`src/rtl/mem_arbiter.sv`:
```
// mem_arbiter: shares one slow line-memory port between Icache and Dcache.
// One requester is granted at a time and the grant is held until mem_ready;
// every completion is followed by one IDLE cycle before re-arbitration.
// Build option ARB_RR_EN: replaces fixed Dcache priority and the starvation
// counter with round-robin between the two requesters.
//
// state    | meaning
// ---------+-------------------------------------------------------
// IDLE     | no grant, downstream outputs 0, arbitrate pending reqs
// GNT_I    | Icache owns the memory port until mem_ready
// GNT_D    | Dcache owns the memory port until mem_ready
module mem_arbiter #(
    parameter int STARVE_LIMIT = 4,
    parameter int ADDR_W       = 28,
    parameter int LINE_W       = 128
) (
    input  logic              clk,
    input  logic              proc_reset,
    input  logic              i_mem_read,
    input  logic              i_mem_write,
    input  logic [ADDR_W-1:0] i_mem_addr,
    input  logic [LINE_W-1:0] i_mem_wdata,
    output logic [LINE_W-1:0] i_mem_rdata,
    output logic              i_mem_ready,
    input  logic              d_mem_read,
    input  logic              d_mem_write,
    input  logic [ADDR_W-1:0] d_mem_addr,
    input  logic [LINE_W-1:0] d_mem_wdata,
    output logic [LINE_W-1:0] d_mem_rdata,
    output logic              d_mem_ready,
    output logic              mem_read,
    output logic              mem_write,
    output logic [ADDR_W-1:0] mem_addr,
    output logic [LINE_W-1:0] mem_wdata,
    input  logic [LINE_W-1:0] mem_rdata,
    input  logic              mem_ready,
    output logic [1:0]        arb_grant
);

    // State codes double as the arb_grant encoding.
    localparam logic [1:0] ST_IDLE  = 2'b00;
    localparam logic [1:0] ST_GNT_I = 2'b01;
    localparam logic [1:0] ST_GNT_D = 2'b10;

    logic [1:0]        state_q, state_d;
    logic [LINE_W-1:0] i_rdata_q, d_rdata_q;
    logic              i_pend, d_pend;

`ifdef ARB_RR_EN
    // 1 = Dcache received the most recent grant, 0 = Icache.
    logic              last_d_q, last_d_d;
`else
    logic [3:0]        starve_q, starve_d;
`endif

    assign i_pend = i_mem_read | i_mem_write;
    assign d_pend = d_mem_read | d_mem_write;

    // Next-state arbitration and fairness bookkeeping.
    always_comb begin
        state_d = state_q;
`ifdef ARB_RR_EN
        last_d_d = last_d_q;
`else
        starve_d = starve_q;
`endif
        case (state_q)
            ST_IDLE: begin
                if (i_pend && d_pend) begin
`ifdef ARB_RR_EN
                    state_d = last_d_q ? ST_GNT_I : ST_GNT_D;
`else
                    state_d = (starve_q == 4'(STARVE_LIMIT)) ? ST_GNT_I : ST_GNT_D;
`endif
                end else if (d_pend) begin
                    state_d = ST_GNT_D;
                end else if (i_pend) begin
                    state_d = ST_GNT_I;
                end
`ifdef ARB_RR_EN
                if (state_d == ST_GNT_D) begin
                    last_d_d = 1'b1;
                end else if (state_d == ST_GNT_I) begin
                    last_d_d = 1'b0;
                end
`else
                // Only D grants that bypass a waiting Icache count toward starvation.
                if (state_d == ST_GNT_D) begin
                    if (!i_pend) begin
                        starve_d = 4'd0;
                    end else if (starve_q != 4'(STARVE_LIMIT)) begin
                        starve_d = starve_q + 4'd1;
                    end
                end else if (state_d == ST_GNT_I) begin
                    starve_d = 4'd0;
                end
`endif
            end
            ST_GNT_I, ST_GNT_D: begin
                if (mem_ready) begin
                    state_d = ST_IDLE;
                end
            end
            default: state_d = ST_IDLE;
        endcase
    end

    // State and fairness registers.
    always_ff @(posedge clk or posedge proc_reset) begin
        if (proc_reset) begin
            state_q <= ST_IDLE;
`ifdef ARB_RR_EN
            last_d_q <= 1'b0;
`else
            starve_q <= 4'd0;
`endif
        end else begin
            state_q <= state_d;
`ifdef ARB_RR_EN
            last_d_q <= last_d_d;
`else
            starve_q <= starve_d;
`endif
        end
    end

    // Each cache keeps the last line returned to it while the other one is served.
    always_ff @(posedge clk or posedge proc_reset) begin
        if (proc_reset) begin
            i_rdata_q <= '0;
            d_rdata_q <= '0;
        end else begin
            if (state_q == ST_GNT_I && mem_ready) begin
                i_rdata_q <= mem_rdata;
            end
            if (state_q == ST_GNT_D && mem_ready) begin
                d_rdata_q <= mem_rdata;
            end
        end
    end

    // Downstream request and upstream response routing for the current owner.
    always_comb begin
        mem_read    = 1'b0;
        mem_write   = 1'b0;
        mem_addr    = '0;
        mem_wdata   = '0;
        i_mem_ready = 1'b0;
        d_mem_ready = 1'b0;
        i_mem_rdata = i_rdata_q;
        d_mem_rdata = d_rdata_q;
        case (state_q)
            ST_GNT_I: begin
                mem_read    = i_mem_read;
                mem_write   = i_mem_write;
                mem_addr    = i_mem_addr;
                mem_wdata   = i_mem_wdata;
                i_mem_ready = mem_ready;
                i_mem_rdata = mem_rdata;
            end
            ST_GNT_D: begin
                mem_read    = d_mem_read;
                mem_write   = d_mem_write;
                mem_addr    = d_mem_addr;
                mem_wdata   = d_mem_wdata;
                d_mem_ready = mem_ready;
                d_mem_rdata = mem_rdata;
            end
            default: ;
        endcase
    end

    assign arb_grant = state_q;

endmodule
```
`config.mk`:
```
export PLATFORM = sky130hd
export DESIGN_NAME = mem_arbiter
export DESIGN_NICKNAME = d
export VERILOG_FILES = /design/src/rtl/mem_arbiter.sv
export SDC_FILE = /design/constraint.sdc
export NUM_CORES = 1
export LEC_CHECK = 0
export CORE_AREA = 2 2 340 342
export DETAILED_ROUTE_END_ITERATION = 7
export DIE_AREA = 0 0 342 344
export PLACE_DENSITY = 0.32
export SKIP_LAST_GASP = 1
export SLEW_MARGIN = 20
export SYNTH_ARGS = -nofsm -noshare
export SYNTH_HDL_FRONTEND = slang
export SYNTH_SLANG_ARGS = --single-unit
export TNS_END_PERCENT = 50
```
`constraint.sdc`:
```
create_clock -name clk -period 11.14 [get_ports clk]
set_input_delay 2.785 -clock clk [delete_from_list [all_inputs] [get_ports clk]]
set_output_delay 2.785 -clock clk [all_outputs]
set_load 0.02 [all_outputs]
```
# == Word-level counts from Yosys, hierarchy flattened ==
# Cells that the tools add are included.
# Widths: inputs -> output; s select.
# word_totals
in_bits,447
elab_cells,41
latch_bits,0
mem_bits_ro,0
n_memories,0
ff_bits,262
ramBits,0
out_inout_bits,418
# classes
mux,19
n_div,0
n_shift,0
addsub,1
n_mul,0
n_eq_ne,8
n_reduce_logical,7
n_bitwise,2
order_cmp,0
# ops
operator,n
$mux 128,2
$pmux 128 s2,1
$pmux 28 s2,1
$mux 4,4
$mux 2,6
$add 4x1->4 const B,1
$eq 2x1->1 const B,2
$eq 2x2->1 const B,2
$eq 4x3->1 const B,1
$ne 4x3->1 const B,1
$pmux 1 s2,2
$pmux 2 s2,1
$logic_and 1x1->1,3
$ne 3x2->1 const B,1
$reduce_and 3->1,1
$logic_not 2->1,1
$mux 1,2
$ne 2x2->1 const B,1
$or 1x1->1,2
$reduce_bool 2->1,1
$reduce_or 2->1,1

# == Longest topological paths before layout ==
# Gate-level depths: netlist of run 1.
# depth
ltp_word,8
ltp_mapped,9
mapped_depth_nobuf,9

# == Worst setup path after synthesis of run 1 ==
# No wires, ideal clock.
# synth_timing
path_type,input to output
start,input mem_ready
end,output i_mem_ready
cell_stages,4
arrival_ns,3.235
t_required_ns,8.355
n_path_buf,2
path_slack_ns,5.120
cell_sequence,nand2_4 > inv_2 > buf_6 > buf_6
# synth_via
elab_chain_cells,1
# synth_rtl
item,line,rtl
from (decl),36,"input logic mem_ready,"
$mux 1,152,case (state_q)
to (decl),24,"output logic i_mem_ready,"
# No other way between the ends.

# == Worst setup path after layout of run 1 ==
# Same ends and word-level chain as after synthesis.

==> results of run 1 <==
-- power groups by stage --
stage               Combinational (mW)  Sequential (mW)  Clock [mW]
global route                      5.96             1.72        1.32
finish                            5.63             1.66        1.22
floorplan                         3.18             1.60           0
detailed placement                5.74             1.67           0
global placement                  5.75             1.65           0
CTS                               5.78             1.66        1.29
-- registers in the layout, summed over array words and instances (netlist names) --
| signal | count |
|---|---|
| starve_q | 4 |
| arb_grant | 2 |
| i_rdata_q | 128 |
| d_rdata_q | 128 |
-- metal layers --
metal	share of wire (%)	vias up
met5	0.089	-
met4	1.7	12
met3	8.0	88
met2	53	493
met1	37	6894
li1	-	6187
-- cells in the mapped netlist --
library cell    n  share of area [%]
a21oi_1         4               0.13
inv_2           2              0.048
mux2_1          1              0.072
a32o_1          2               0.13
mux2_2        462                 33
o21ai_0         3              0.096
o32ai_1         2               0.11
dfrtp_1       262                 42
nand2b_1        2              0.080
a22oi_1       158                7.6
mux2_4         49                4.7
nor3b_1         1              0.048
a31o_2          1              0.056
buf_6           7               0.51
clkbuf_1       24               0.58
a2bb2oi_1       2               0.11
buf_4          26                1.3
and3_1          1              0.040
nand2_2         1              0.040
buf_2          50                1.6
a22o_1          1              0.056
nand3b_1        1              0.048
and2_1          1              0.040
inv_1           5               0.12
nor2b_1       161                6.5
ha_1            6               0.48
nor2_1          4              0.096
nand2_4         1              0.072
-- final cells by class --
cell class	instances	area (um2)	area share (%)
diodes	6	15.01	0.05567
clock buffers	56	1140	4.226
clock inverters	11	93.84	0.3479
inverters	7	36.28	0.1345
multi-input cells	864	8449	31.33
flip-flops and latches	262	6556	24.31
well taps	1512	1892	7.015
repair buffers	877	8787	32.58
-- worst reg2reg max path: cells and delay by family, from the launching register on --
kind | cells | cell delay [ps]
mux | 1 | 510
fa+ha+maj | 1 | 580
flops | 1 | 420
simple gates | 1 | 610
buf+inv | 3 | 1940
-- layout by cell type, fill, tap and decap left out, types with 3 or more instances in the layout --
master and n:
clkdlybuf4s50_1 864, dfrtp_1 262, diode_2 6, o21ai_0 3, a22oi_1 158, ha_1 3, buf_12 3, inv_6 3
buf_4 9, ha_4 3, nor2b_1 161, nor2_1 4, a21oi_1 4, clkbuf_1 7, clkinv_2 6, mux2_4 49
inv_1 4, mux2_2 462, clkbuf_8 10, clkbuf_16 39
-- through the flow --
| stage | total power [mW] | instance area, um2 | setup slack, ps | util [%] |
|---|---|---|---|---|
| after floorplan | 4.780 | 15600 | 1143 | - |
| after CTS | 8.729 | 26950 | 2591 | 23.67 |
| final | 8.502 | 26970 | 2698 | 23.68 |
| after detailed placement | 7.417 | 25720 | 2586 | 22.59 |
| after global routing | 9.003 | 26960 | 2523 | 23.68 |
| after global placement | 7.395 | 25710 | 2638 | 22.58 |
-- final timing paths --
path	startpoint	endpoint	slack [ps]	depth (start not counted)
min	d_rdata_q[120]$_DFFE_PP0P_	d_rdata_q[120]$_DFFE_PP0P_	480	1
max	mem_ready	i_mem_ready	2700	4
min reg2reg	d_rdata_q[120]$_DFFE_PP0P_	d_rdata_q[120]$_DFFE_PP0P_	480	1
max in group asynchronous	proc_reset	i_rdata_q[9]$_DFFE_PP0P_	6980	3
max reg2reg	arb_grant[1]$_DFFE_PP0P_	i_rdata_q[42]$_DFFE_PP0P_	6970	6
min in group asynchronous	proc_reset	d_rdata_q[61]$_DFFE_PP0P_	2750	2
-- cells by family after synthesis --
family	after synthesis	synth area share (%)
multiplexers	512	38.15
AO/OA/AOI/OAI	173	8.296
buffers and inverters	114	4.108
flip-flops	262	42.04
AND/OR/NAND/NOR	173	6.924
adder cells (fa/ha/maj)	6	0.4814
==> out/results.txt, run 1 <==
outcome = complete, no violations
routed length per instance = 25.07 um
P_sw = 3.570 mW
Syn-to-layout area delta = 72.94%
routing usage on met3 = 5.032%
share of layout cells above drive strength 1 = 28.55%
hold_buf cts = 0
total routed wirelength = 90,140 um
number of global-route vias before repair = 14,770
CP Data Required Time = 8360 ps
CP Launch Type = input port
sequential share of power = 19.5%
most numerous cell on the critical path = clkdlybuf4s50_1
Initial Util = 13.69%
Cells after DPL = 3,522
Rows = 124
Avg Cell Area, Syn = 12.58 um2
setup bufs post-CTS = 0
cell count after synthesis = 1,240
CP arrival = 5660 ps
gr busiest metal = met2
Sw Share = 41.99%
drt drc = 0
Hold WS = 483.3 ps
gr ovfl total = 0
Internal Power = 4.932 mW
critical-path cell list = clkdlybuf4s50_1 > nand2_4 > inv_4 > clkdlybuf4s50_1
RSZ-0062 raised after global routing = no
Root Buffer = clkbuf_16
CTS tree = done
antenna viol nets, final = 0
met1 Usage GRT = 15.23%
largest net degree at the start of global routing = 153
PortBufs = 864
initial antenna violation count = 20
VDD IR max = 161.2 uV
max-cap viol count = 0
fill cell count = 12,150
Hold Path Class = register to register
total die area = 117,600 um2
die height = 344 um
Post-Syn Nets = 1,693
clk slew on worst S/H paths = 50 ps
clock share of power = 14.3%
hpwl dp = 68,320 um
Die Wd = 342 um
leakage = 10.02 nW
CTS max path bufs = 3
relative slew slack = 23.84%
Boundary Pins = 865
GP Congestion = 0.9084
TNS Setup = 0 ps
Slew Limit Fails = 0
final setup fails = 0
vias per inst = 3.804
gr usage total = 14.48%
first-pass GRT wire length = 121,100 um
Cell Pwr Density = 315.3 nW/um2
Critical Path Max Stage Delay = 830 ps
Fin. Hold Viols = 0
Final Non-Filler Cells = 3,595
Synth warnings = 0
# resized after CTS = 0
Nets = 2,504
Slew @ Worst Pin = 1142 ps
crit-path max FO = 42
Final Cycle Share = 75.78%
crit path time final = 8442 ps
total CTS buffers = 39
met2 Usage GRT = 27.32%
DR pass1 iterations = 4
Seq/Total Area, Yosys = 42.04%
Placeable Area = 113,900 um2
clock tree sinks = 262
Comb power frac = 66.2%
clk_skew = 21.11 ps
H-Tree Depth = 2
1st-iter DRT viols = 442
Seq cells post-synth = 262
Yosys cell types = 28
Buf/Inv on CP = 3
Clock Latency Late Sink = 570 ps
Vias = 13,670
Worst Setup End Kind = output port
CP top delay family = buffers and inverters
Max Clk Rate = 118.5 MHz
post-synthesis cell area = 15,590 um2
CP Class = input port to output port
critical path's slowest cell = inv_4
No activity file was read; power rests on OpenSTA's default activity.
==> run 2: changes to the inputs <==
CORE_AREA = 2 2 337 339   (was 2 2 340 342)
DIE_AREA = 0 0 339 341   (was 0 0 342 344)
PLACE_DENSITY = 0.34   (was 0.32)
clock period = 7.23 ns   (was 11.14 ns; I/O delays follow)
==> out/results.txt, run 2 (synthesized netlist as in run 1, its figures left out) <==
RSZ-0062 raised after global routing = no (unchanged)
outcome = complete, no violations (unchanged)
total die area = 115,600 um2 (was 117,600 um2)
CP arrival = 4250 ps (was 5660 ps)
Max Clk Rate = 165.2 MHz
Final Cycle Share = 83.72%
routing usage on met3 = 5.788% (was 5.032%)
worst reg2reg path depth = 8 (was 6)
CTS tree = done (unchanged)
Cell Pwr Density = 487.3 nW/um2 (was 315.3 nW/um2)
final setup fails = 0 (unchanged)
Slew Limit Fails = 0 (unchanged)
share of layout cells above drive strength 1 = 28.57% (was 28.55%)
Placeable Area = 111,900 um2 (was 113,900 um2)
clock tree sinks = 262 (unchanged)
Nets = 2,513 (was 2,504)
initial antenna violation count = 19 (was 20)
hpwl dp = 74,830 um (was 68,320 um)
commonest non-fill, non-tap cell in the layout = clkdlybuf4s50_1 (unchanged)
gr busiest metal = met2 (unchanged)
total routed wirelength = 95,520 um (was 90,140 um)
Root Buffer = clkbuf_16 (unchanged)
number of global-route vias before repair = 14,730 (was 14,770)
gr ovfl total = 0 (unchanged)
# resized after CTS = 0 (unchanged)
1st-iter DRT viols = 603 (was 442)
Die Wd = 339 um (was 342 um)
leakage = 10.03 nW (was 10.02 nW)
CP Class = register to output port (was input port to output port)
Top Registers = d_rdata_q (128), i_rdata_q (128), starve_q (4) (unchanged)
hold_buf cts = 0 (unchanged)
met2 Usage GRT = 29.47% (was 27.32%)
met1 Usage GRT = 16.99% (was 15.23%)
Boundary Pins = 865 (unchanged)
routed length per instance = 26.61 um (was 25.07 um)
CP Data Required Time = 5420 ps (was 8360 ps)
DR pass1 iterations = 4 (unchanged)
total CTS buffers = 37 (was 39)
reg2reg end = i_rdata_q[48]$_DFFE_PP0P_ (was i_rdata_q[42]$_DFFE_PP0P_)
VDD IR max = 249.2 uV (was 161.2 uV)
crit path capture = mem_wdata[120] (was i_mem_ready)
Clock Latency Late Sink = 550 ps (was 570 ps)
Fin. Hold Viols = 0 (unchanged)
CTS max path bufs = 3 (unchanged)
vias per inst = 3.833 (was 3.804)
Worst Setup End Kind = output port (unchanged)
antenna viol nets, final = 0 (unchanged)
clk_skew = 22.62 ps (was 21.11 ps)
clk slew on worst S/H paths = 60 ps (was 50 ps)
Vias = 13,760 (was 13,670)
Rows = 123 (was 124)
most frequent cells in the layout = clkdlybuf4s50_1 (864), mux2_2 (462), dfrtp_1 (262), nor2b_1 (161), a22oi_1 (158) (unchanged)
r2r setup slk = 2880 ps (was 6970 ps)
die height = 341 um (was 344 um)
crit path time final = 6053 ps
gr usage total = 15.79% (was 14.48%)
largest net degree at the start of global routing = 135 (was 153)
Critical path origin = arb_grant[0]$_DFFE_PP0P_ (was mem_ready)
final core occ = 24.13% (was 23.68%)
setup bufs post-CTS = 0 (unchanged)
first-pass GRT wire length = 128,700 um (was 121,100 um)
Syn-to-layout area delta = 73.12% (was 72.94%)
Hold Path Class = register to register (unchanged)
RR Startpoint = arb_grant[1]$_DFFE_PP0P_ (unchanged)
max-cap viol count = 0 (unchanged)
CP Launch Type = register (was input port)
power after layout = 13.16 mW (was 8.502 mW)
relative slew slack = 19.20% (was 23.84%)
Initial Util = 13.94% (was 13.69%)
PortBufs = 864 (unchanged)
H-Tree Depth = 2 (unchanged)
drt drc = 0 (unchanged)
TNS Setup = 0 ps (unchanged)
crit-path max FO = 72 (was 42)
GP Congestion = 0.9371 (was 0.9084)
Slew @ Worst Pin = 1212 ps (was 1142 ps)
## run 2: changes by cell type in the layout (fill, tap and decap cells not counted), moves of 2 or more
cell      before  now
clkinv_2       6    3
diode_2        6    4
buf_4          9   17
buf_12         3    6
inv_6          3    1
clkbuf_1       7   13
clkbuf_8      10    8
## run 2: worst min path at each step
stage                                from                         end  slack [ps]  cells after the start
2_1_floorplan  d_rdata_q[120]$_DFFE_PP0P_  d_rdata_q[120]$_DFFE_PP0P_         450                      1
5_1_grt         i_rdata_q[29]$_DFFE_PP0P_   i_rdata_q[29]$_DFFE_PP0P_         510                      1
3_3_place_gp   d_rdata_q[120]$_DFFE_PP0P_  d_rdata_q[120]$_DFFE_PP0P_         470                      1
3_5_place_dp   d_rdata_q[120]$_DFFE_PP0P_  d_rdata_q[120]$_DFFE_PP0P_         490                      1
4_1_cts        d_rdata_q[120]$_DFFE_PP0P_  d_rdata_q[120]$_DFFE_PP0P_         500                      1
6_report       d_rdata_q[120]$_DFFE_PP0P_  d_rdata_q[120]$_DFFE_PP0P_         490                      1
## run 2: worst max-delay path, stage by stage (launching register included)
cell and delay (ps):
dfrtp_1 440, inv_1 200, ha_4 830, buf_4 570, a22oi_1 430, buf_4 260
nor2b_1 290, clkdlybuf4s50_1 670
## run 2: per-stage QoR
stage / cells / worst slack, ps / area [um2] / hold WS (ps)
floorplan: 1240 / 1967 / 15600 / 454.1
global placement: 3521 / 1517 / 25820 / 473.3
detailed placement: 3521 / 1553 / 25820 / 485.3
CTS: 3586 / 996.8 / 26980 / 497.8
global route: 3587 / 861.6 / 26990 / 510.4
finish: 3590 / 1177 / 27000 / 490.1
## run 2: final cells by class
cell class	count	area (um2)
Sequential cell	262	6556
Tap cell	1500	1877
Inverter	7	32.53
Fill cell	11970	84890
Antenna cell	4	10.01
Clock inverter	5	31.28
Clock buffer	60	1135
Timing Repair Buffer	888	8907
Multi-Input combinational cell	864	8449
## run 2: power by group
group          internal (mW)  switching [mW]  total (mW)
sequential              2.20           0.354        2.56
clock                   1.07           0.718        1.79
combinational           4.30            4.51        8.81
total                   7.57            5.59        13.2
## run 2: per-layer routing
layer	wire length (um)	vias to the layer above
met5	73	-
met4	1728	12
met3	7770	81
met2	50290	523
met1	35670	6949
li1	-	6196
==> run 3: changes to the inputs <==
clock period = 5.2 ns   (was 7.23 ns; I/O delays follow)
==> out/results.txt, run 3 (synthesized netlist as in run 1, its figures left out) <==
fill cell count = 11,970 (about the same)
drt drc = 0 (unchanged)
Nets = 2,527 (was 2,513)
Max Clk Rate = 211.4 MHz
FF+latch area = 6556 um2 (unchanged)
P_sw = 7.753 mW (was 5.585 mW)
RSZ-0062 raised after global routing = no (unchanged)
reg2reg end = i_rdata_q[42]$_DFFE_PP0P_ (was i_rdata_q[48]$_DFFE_PP0P_)
Top Registers = d_rdata_q (128), i_rdata_q (128), starve_q (4) (unchanged)
final setup fails = 0 (unchanged)
Final WS setup = 470.6 ps (was 1177 ps)
vias per inst = 3.843 (was 3.833)
CP arrival = 3430 ps (was 4250 ps)
Comb power frac = 67.3% (was 67.0%)
min-delay src = d_rdata_q[120]$_DFFE_PP0P_ (unchanged)
sequential share of power = 19.4% (about the same)
Final Cycle Share = 90.95%
routed length per instance = 26.77 um (was 26.61 um)
Sw Share = 42.35% (was 42.45%)
hpwl dp = 76,620 um (was 74,830 um)
crit path time final = 4729 ps
CTS tree = done (unchanged)
VDD IR max = 262.0 uV (was 249.2 uV)
DR pass1 iterations = 5 (was 4)
critical-path cell list = inv_1 > ha_4 > buf_4 > a22oi_1 > nor2b_1 > buf_4 > clkdlybuf4s50_1 (was inv_1 > ha_4 > buf_4 > a22oi_1 > buf_4 > nor2b_1 > clkdlybuf4s50_1)
total CTS buffers = 36 (was 37)
most numerous cell on the critical path = buf_4 (unchanged)
Slew Limit Fails = 0 (unchanged)
Placement Cell Area = 25,960 um2 (was 25,820 um2)
1st-iter DRT viols = 469 (was 603)
Cell Pwr Density = 675.5 nW/um2 (was 487.3 nW/um2)
Critical Path Max Stage Delay = 620 ps (was 830 ps)
CP top delay family = buffers and inverters (unchanged)
number of global-route vias before repair = 14,940 (was 14,730)
clk_skew = 31.78 ps (was 22.62 ps)
Fin. Hold Viols = 0 (unchanged)
CP Data Required Time = 3900 ps (was 5420 ps)
largest net degree at the start of global routing = 89 (was 135)
Rows = 123 (unchanged)
Vias = 13,840 (was 13,760)
Hold Path Stages = 1 (unchanged)
# resized after CTS = 0 (unchanged)
pre-CTS worst setup slack = 750.4 ps (was 1553 ps)
CP Class = register to output port (unchanged)
Placeable Area = 111,900 um2 (unchanged)
leakage = 10.12 nW (was 10.03 nW)
CTS max path bufs = 3 (unchanged)
crit-path max FO = 25 (was 72)
antenna viol nets, final = 0 (unchanged)
clk slew on worst S/H paths = 50 ps (was 60 ps)
Hold Path Class = register to register (unchanged)
CP Launch Type = register (unchanged)
Min-Delay Endpoint = d_rdata_q[120]$_DFFE_PP0P_ (unchanged)
Slew @ Worst Pin = 885.9 ps (was 1212 ps)
hold_buf cts = 0 (unchanged)
H-Tree Depth = 2 (unchanged)
share of layout cells above drive strength 1 = 29.16% (was 28.57%)
critical path's slowest cell = clkdlybuf4s50_1 (was ha_4)
Die Wd = 339 um (unchanged)
Boundary Pins = 865 (unchanged)
RR Startpoint = arb_grant[1]$_DFFE_PP0P_ (unchanged)
max-cap viol count = 0 (unchanged)
Root Buffer = clkbuf_16 (unchanged)
fin area = 27,100 um2 (was 27,000 um2)
clock share of power = 13.3% (was 13.6%)
GP Congestion = 0.9959 (was 0.9371)
first-pass GRT wire length = 130,400 um (was 128,700 um)
TNS Setup = 0 ps (unchanged)
gr ovfl total = 0 (unchanged)
die height = 341 um (unchanged)
gr usage total = 15.99% (was 15.79%)
Worst Setup End Kind = output port (unchanged)
Buf/Inv on CP = 4 (unchanged)
clock tree sinks = 262 (unchanged)
Initial Util = 13.94% (unchanged)
r2r setup slk = 1840 ps (was 2880 ps)
most frequent cells in the layout = clkdlybuf4s50_1 (861), mux2_2 (462), dfrtp_1 (262), nor2b_1 (161), a22oi_1 (158) (was clkdlybuf4s50_1 (864), mux2_2 (462), dfrtp_1 (262), nor2b_1 (161), a22oi_1 (158))
Clock Latency Late Sink = 560 ps (was 550 ps)
total die area = 115,600 um2 (unchanged)
worst reg2reg path depth = 7 (was 8)
outcome = complete, no violations (unchanged)
total routed wirelength = 96,430 um (was 95,520 um)
Internal Power = 10.55 mW (was 7.572 mW)
relative slew slack = 40.94% (was 19.20%)
setup bufs post-CTS = 0 (unchanged)
PortBufs = 864 (unchanged)
area of the multi-input gates = 8449 um2 (unchanged)
Syn-to-layout area delta = 73.79% (was 73.12%)
commonest non-fill, non-tap cell in the layout = clkdlybuf4s50_1 (unchanged)
initial antenna violation count = 23 (was 19)
## run 3: cell count changes in the layout (fill, tap and decap cells not counted), moves of 2 or more
cell,change
buf_12,+3
buf_4,+16
clkbuf_16,-2
clkdlybuf4s50_1,-3
## run 3: how the worst max path moves through the flow
stage | startpoint | endpoint | slack (ps) | depth (start not counted)
6_report | arb_grant[0]$_DFFE_PP0P_ | mem_wdata[118] | 470 | 7
5_1_grt | arb_grant[0]$_DFFE_PP0P_ | mem_wdata[118] | 270 | 7
4_1_cts | arb_grant[0]$_DFFE_PP0P_ | mem_wdata[118] | 350 | 7
3_5_place_dp | d_mem_wdata[6] | mem_wdata[6] | 750 | 4
3_3_place_gp | d_mem_write | mem_write | 730 | 5
2_1_floorplan | proc_reset | arb_grant[0]$_DFFE_PP0P_ | 440 | 1
## run 3: area by class of cell
type	count	share of cell area (%)
clock inverter	6	0.2308
multi-input combinational	864	31.18
inverter	7	0.1200
tap	1500	6.925
clock buffer	57	3.952
timing repair buffer	903	33.38
antenna	3	0.02770
sequential	262	24.19
## run 3: routing by layer
layer  up-vias  global-route usage [%]  share of wire [%]
met5         -                       0               0.11
met2       530                   29.53                 52
met1      6976                   17.27                 38
li1       6219                       -                  -
met4        18                   3.519                2.1
met3        98                   5.888                8.2
## run 3: through the flow
| step | util, % | std cells | hold slack [ps] | total power, mW |
|---|---|---|---|---|
| after detailed placement | 23.20 | 3536 | 476.1 | 16.17 |
| after global routing | 24.22 | 3600 | 508.9 | 19.34 |
| after global placement | 23.20 | 3536 | 468.3 | 16.14 |
| final | 24.22 | 3602 | 484.3 | 18.31 |
| after floorplan | - | 1240 | 454.1 | 10.24 |
| after CTS | 24.22 | 3599 | 488.5 | 18.78 |
## run 3: power by group through the flow
stage          combinational (mW)  clock (mW)  sequential (mW)
6_report                     12.3        2.43             3.55
4_1_cts                      12.7        2.57             3.56
2_1_floorplan                6.81           0             3.43
3_3_place_gp                 12.6           0             3.54
5_1_grt                      13.0        2.64             3.70
3_5_place_dp                 12.6           0             3.59
